===== src/rtl/lia_iq_decimator.sv =====
// Dual-channel I/Q integrate-and-dump decimator: averages blocks of 2^k valid mixer
// products per channel and emits one registered I/Q pair per block.
module lia_iq_decimator #(
  parameter int IN_WIDTH = 24,
  parameter int MAX_LOG2 = 8
) (
  input  logic                       clk,
  input  logic                       rst_n,
  input  logic                       enable,
  input  logic                       clear,
  input  logic [3:0]                 decim_log2,
  input  logic signed [IN_WIDTH-1:0] in_i,
  input  logic signed [IN_WIDTH-1:0] in_q,
  input  logic                       in_valid,
  output logic signed [IN_WIDTH-1:0] out_i,
  output logic signed [IN_WIDTH-1:0] out_q,
  output logic                       out_valid,
  output logic                       busy
);

  localparam int ACC_WIDTH = IN_WIDTH + MAX_LOG2;

  logic signed [ACC_WIDTH-1:0] acc_i, acc_q;
  logic signed [ACC_WIDTH-1:0] in_i_ext, in_q_ext;
  logic signed [ACC_WIDTH-1:0] sum_i, sum_q;
  logic signed [IN_WIDTH-1:0]  avg_i, avg_q;
  logic [MAX_LOG2-1:0]         cnt, cnt_last;
  logic [3:0]                  k_act, k_lim, k_eff;
  logic                        accept, dump;

  // The first sample of a block sees the freshly clamped exponent; later samples use the latched one.
  always_comb begin
    k_lim    = (decim_log2 > 4'(MAX_LOG2)) ? 4'(MAX_LOG2) : decim_log2;
    k_eff    = (cnt == '0) ? k_lim : k_act;
    cnt_last = MAX_LOG2'((MAX_LOG2 + 1)'(1) << k_eff) - MAX_LOG2'(1);
    accept   = enable & in_valid & ~clear;
    dump     = accept & (cnt == cnt_last);
    in_i_ext = {{MAX_LOG2{in_i[IN_WIDTH-1]}}, in_i};
    in_q_ext = {{MAX_LOG2{in_q[IN_WIDTH-1]}}, in_q};
    sum_i    = acc_i + in_i_ext;
    sum_q    = acc_q + in_q_ext;
    avg_i    = IN_WIDTH'(sum_i >>> k_eff);
    avg_q    = IN_WIDTH'(sum_q >>> k_eff);
  end

  // NOTE: state registers use non-blocking assignments so every flop samples pre-edge values.
  always_ff @(posedge clk or negedge rst_n) begin
    if (!rst_n) begin
      acc_i     <= '0;
      acc_q     <= '0;
      cnt       <= '0;
      k_act     <= '0;
      out_i     <= '0;
      out_q     <= '0;
      out_valid <= 1'b0;
      busy      <= 1'b0;
    end else begin
      out_valid <= 1'b0;
      if (!enable || clear) begin
        acc_i <= '0;
        acc_q <= '0;
        cnt   <= '0;
        busy  <= 1'b0;
      end else if (accept) begin
        if (cnt == '0) k_act <= k_lim;
        if (dump) begin
          out_i     <= avg_i;
          out_q     <= avg_q;
          out_valid <= 1'b1;
          acc_i     <= '0;
          acc_q     <= '0;
          cnt       <= '0;
          busy      <= 1'b0;
        end else begin
          acc_i <= sum_i;
          acc_q <= sum_q;
          cnt   <= cnt + MAX_LOG2'(1);
          busy  <= 1'b1;
        end
      end
    end
  end

endmodule

===== config.mk =====
export PLATFORM = sky130hd
export DESIGN_NAME = lia_iq_decimator
export DESIGN_NICKNAME = d
export VERILOG_FILES = /design/src/rtl/lia_iq_decimator.sv
export SDC_FILE = /design/constraint.sdc
export NUM_CORES = 1
export LEC_CHECK = 0
export BUFFER_PORTS_ARGS = -buffer_cell sky130_fd_sc_hd__buf_2
export CORE_ASPECT_RATIO = 1.1
export CORE_MARGIN = 5
export CORE_UTILIZATION = 50
export CTS_CLUSTER_SIZE = 10
export DETAILED_ROUTE_END_ITERATION = 7
export GPL_TIMING_DRIVEN = 0
export PLACE_DENSITY_LB_ADDON = 0.1
export SLEW_MARGIN = 20
export SYNTH_ARGS = -nofsm -noshare
export SYNTH_HDL_FRONTEND = slang
export SYNTH_SLANG_ARGS = --single-unit

===== constraint.sdc =====
create_clock -name clk -period 4.35 [get_ports clk]
set_clock_uncertainty 0.1 [all_clocks]
set_input_delay 0 -clock clk [delete_from_list [all_inputs] [get_ports clk]]
set_output_delay 0 -clock clk [all_outputs]
set_load 0.02 [all_outputs]

==> results by group <==
STA
  – Min Clock Period, post-route: ~4500 ps
  – Max_slew headroom: 30.6%
  – Fin. max-slew vios: 0
  – RSZ-0062 raised after global routing: yes
  – Worst hold slack: -25.2 ps
  – Slew @ Worst Pin: 1040 ps
  – Final setup viols: 30
  – Final hold violation count: 1
  – Setup TNS: -1690 ps
  – Fmax: 0.221 GHz
  – Tcrit/Tclk final: 104%
  – Final worst slack: -165 ps

Power
  – P_sw: ~1.8 mW
  – Clock power share: 33.6%
  – Register share of total power: 28.3%
  – Leak: 6.82 nW
  – Comb pwr share: about two fifths
  – Peak supply drop: between 200 and 250 uV
  – Sw Share: 42.3%
  – Int Power: ~2.5 mW
  – Pwr dens: 290 nW/um^2

Routing
  – Antenna-violating nets left: 0
  – Drt drc: 0
  – Vias post-DR: 14,010
  – DRT iter0 DRCs: around 1,700
  – DR WL/cell: 25.4 um
  – WL final: roughly 52 mm
  – Drt pass-1 iters: 6
  – Via density: around 7

Final layout
  – Diode count: 0
  – Area grow syn2layout: 22.2%
  – Util after Layout: 61.8%
  – Area of the multi-input gates: 9080 um^2
  – Commonest non-fill, non-tap cell in the layout: nand2_1
  – Final #Nets: roughly 1,900
  – Layout cells sized above 1: 20.7%
  – Register area: 3160 um^2
  – Commonest cells after routing, fill and taps aside: nand2_1 (196), dfrtp_1 (124), buf_2 (113), a21oi_1 (111), nor2_1 (94)
  – Fill count: 2,194
  – Non-Filler Instances: around 2,100
  – Design Area, Final: 15,000 um^2

Synth
  – YS warnings: 0
  – Post-synth top area share: 25.6%
  – Largest family of logic cells by synthesized area: compound AO/OA/AOI/OAI gates
  – Yosys cell types: 89
  – Dominant cell type by area after synthesis: dfrtp_1
  – Post-Syn Nets: 1,687
  – Post-Synth XOR/XNOR Area: 3.28%
  – Adder-Cell Fraction of Synth Area: 6.94%
  – Seq/Total Area, Yosys: 25.6%
  – Mean Syn Cell Area: approximately 7.9 um^2
  – Simple-Gate Fraction of Synth Area: around a fifth
  – Gate Count Post-Synth: approximately 1,600
  – Post-synthesis mux area share: 5.90%
  – Post-synthesis compound-gate area fraction: 32.7%
  – EDFF count, synth: 0
  – Synth Flop Type: dfrtp_1
  – Synthesis-stage register bit count: roughly 130
  – Top cells by area, synth: dfrtp_1 (26%), ha_1 (6.6%), nand2_1 (6.3%)
  – Post-synth ARST share: between 90% and 100%
  – Post-Syn Area: 12,300 um^2

Floorplanning
  – Die Area: around 28,000 um^2
  – Core Region: 24,300 um^2
  – Initial Utilization: 50.6%
  – Die width: 160 um
  – Io pins: 107
  – Die Span Y: 174 um
  – Row count: 60

CTS
  – CTS Buf Count: 17
  – Max clock buf depth: 2
  – Worst-path clk slew: 70 ps
  – Later-pin clock latency in the skew report: 450 ps
  – H-tree Lvls: 4
  – Clk sinks: 126
  – Root Driver: clkbuf_16
  – CTS tree: done

Setup path
  – CP bufs+invs: 6
  – Worst path max stage delay: 490 ps
  – Stages on worst setup path: 21
  – CP arrival: 4810 ps
  – Largest delay contributor family on the critical path: simple AND/OR/NAND/NOR gates
  – WS Path Type: reg -> reg
  – CP max-delay cell: or4b_4
  – Critical Path Fanout Max: 9
  – Crit start category: flop
  – CP Cell Sequence: inv_2 > ha_4 > or4b_4 > nor2_4 > mux2_4 > buf_8 > nor2_4 > nand2_4 > ha_4 > xor2_2 > inv_2 > buf_6 > nand4_1 > a2111oi_4 > o21ai_2 > a21oi_4 > nand2_2 > buf_8 > buf_4 > o32ai_4 > a21o_1
  – R2R depth: 21
  – Worst EP required: 4640 ps
  – Worst Setup End Kind: flop

Global route
  – Gr ovfl total: 0
  – First-pass GRT wire length: 78.8 mm
  – Global Route Usage Sum: 35.9%
  – Vias in the first global route: 13,448
  – Initial antenna violation count: 1
  – Pin count of the biggest net entering global routing: between 70 and 80

Placement
  – HPWL Detailed: 39.0 mm
  – Placer congestion estimate: 1.03
  – IO Port Bufs: 105
  – DP Area: 13,300 um^2
  – Placed Cells: 1,979

Job
  – # Max-Cap Violations: 0

Status
  – Outcome: finished with violations
  – Failing checks: hold timing, setup timing

Min path
  – Worst hold path type: in -> reg
  – Worst Hold Depth: 4
==> layout make-up <==
| cell class | count | area share [%] |
|---|---|---|
| flip-flops and latches | 126 | 21.0 |
| clock buffers | 17 | 2.83 |
| clock inverters | 15 | 0.958 |
| multi-input cells | 1306 | 60.4 |
| inverters | 23 | 0.575 |
| well taps | 310 | 2.58 |
| repair buffers | 157 | 7.45 |
| plain buffers | 105 | 4.18 |
==> state kept, by name, summed over array words and instances, names as in the netlist <==
| name | count |
|---|---|
| acc_q | 32 |
| cnt | 8 |
| acc_i | 32 |
| out_valid | 1 |
| busy | 1 |
| out_i | 24 |
| out_q | 24 |
| k_act | 4 |
==> worst paths after layout <==
check,startpoint,end,slack (ps)
worst max-delay path,cnt[1],out_i[6],-170
max in group asynchronous,rst_n,acc_q[8],2770
worst max register to register,cnt[1],out_i[6],-170
worst min register to register,busy,busy,380
worst min-delay path,in_i[1],acc_i[1],-30
min in group asynchronous,rst_n,acc_q[5],510
==> synth_stat cells, types with 5 or more instances <==
cell type and instances:
ha_1 65, mux2_2 18, and3_1 25, a211oi_1 36, clkbuf_1 74, and4_1 8
xor2_1 18, inv_1 23, nand2_1 207, a22o_1 45, o211a_1 9, o211ai_1 28
and2_1 14, buf_2 17, nor2b_1 6, a21oi_1 120, mux2i_1 50, o21ai_1 6
nor3_1 39, nand2b_1 12, dfrtp_1 126, nor2_1 107, a221o_1 8, or4_1 11
o22ai_1 11, xnor2_1 28, nor4_1 14, o2111ai_1 7, a31oi_1 27, a22oi_1 18
o21ai_0 114, a21o_1 26, a221oi_1 14, buf_6 5, nand4_1 25, o31ai_1 11
buf_1 10, or3_1 12, o21bai_1 10, or2_2 10, nand3_1 34, o21a_1 22
==> stage by stage <==
step | setup WS, ps | total power [mW]
3_3_place_gp | -1670 | 2.72
5_1_grt | -232 | 4.51
3_5_place_dp | -1750 | 2.73
6_report | -165 | 4.36
2_1_floorplan | 36.6 | 2.22
4_1_cts | -74.0 | 4.25
==> worst register-to-register path: stages, from the launching register on <==
cell       delay [ps]
dfrtp_2           440
inv_2              80
ha_4              120
or4b_4            490
nor2_4            200
mux2_4            360
buf_8             150
nor2_4            220
nand2_4            80
ha_4              180
xor2_2            180
inv_2              80
buf_6              80
nand4_1           160
a2111oi_4         480
o21ai_2           130
a21oi_4           270
nand2_2           110
buf_8             160
buf_4             150
o32ai_4           120
a21o_1            120
==> logic make-up after synthesis <==
family,Yosys count
AOI/OAI and AO/OA,583
xor gates and xnor gates,46
adders and majority gates,67
buffers and inverters,131
DFF,126
muxes,69
and+or+nand+nor,541
==> per-layer routing <==
layer	global-route usage, %	share of wire [%]	vias up
li1	-	-	6319
met1	44.4	38	6701
met2	59.8	47	761
met3	5.98	8.2	229
met4	19.2	6.5	0
met5	0	0	-
==> power by group through the flow <==
stage	combinational (mW)	clock (mW)	sequential (mW)
after floorplan	0.966	0	1.25
after global placement	1.47	0	1.25
after detailed placement	1.48	0	1.25
after CTS	1.56	1.47	1.23
after global routing	1.76	1.52	1.24
final	1.66	1.46	1.23
==> what timing repair did <==
action | CTS | global route
setup buffers | 24 | 17
gates cloned | 1 | 4
endpoints found under the setup margin | 123 | 121
endpoints found under the hold margin | 128 | 0
pin swaps | 11 | 25
hold buffers | 5 | 0
resized for setup | 84 | 142
(Power assumes the default switching activity.)
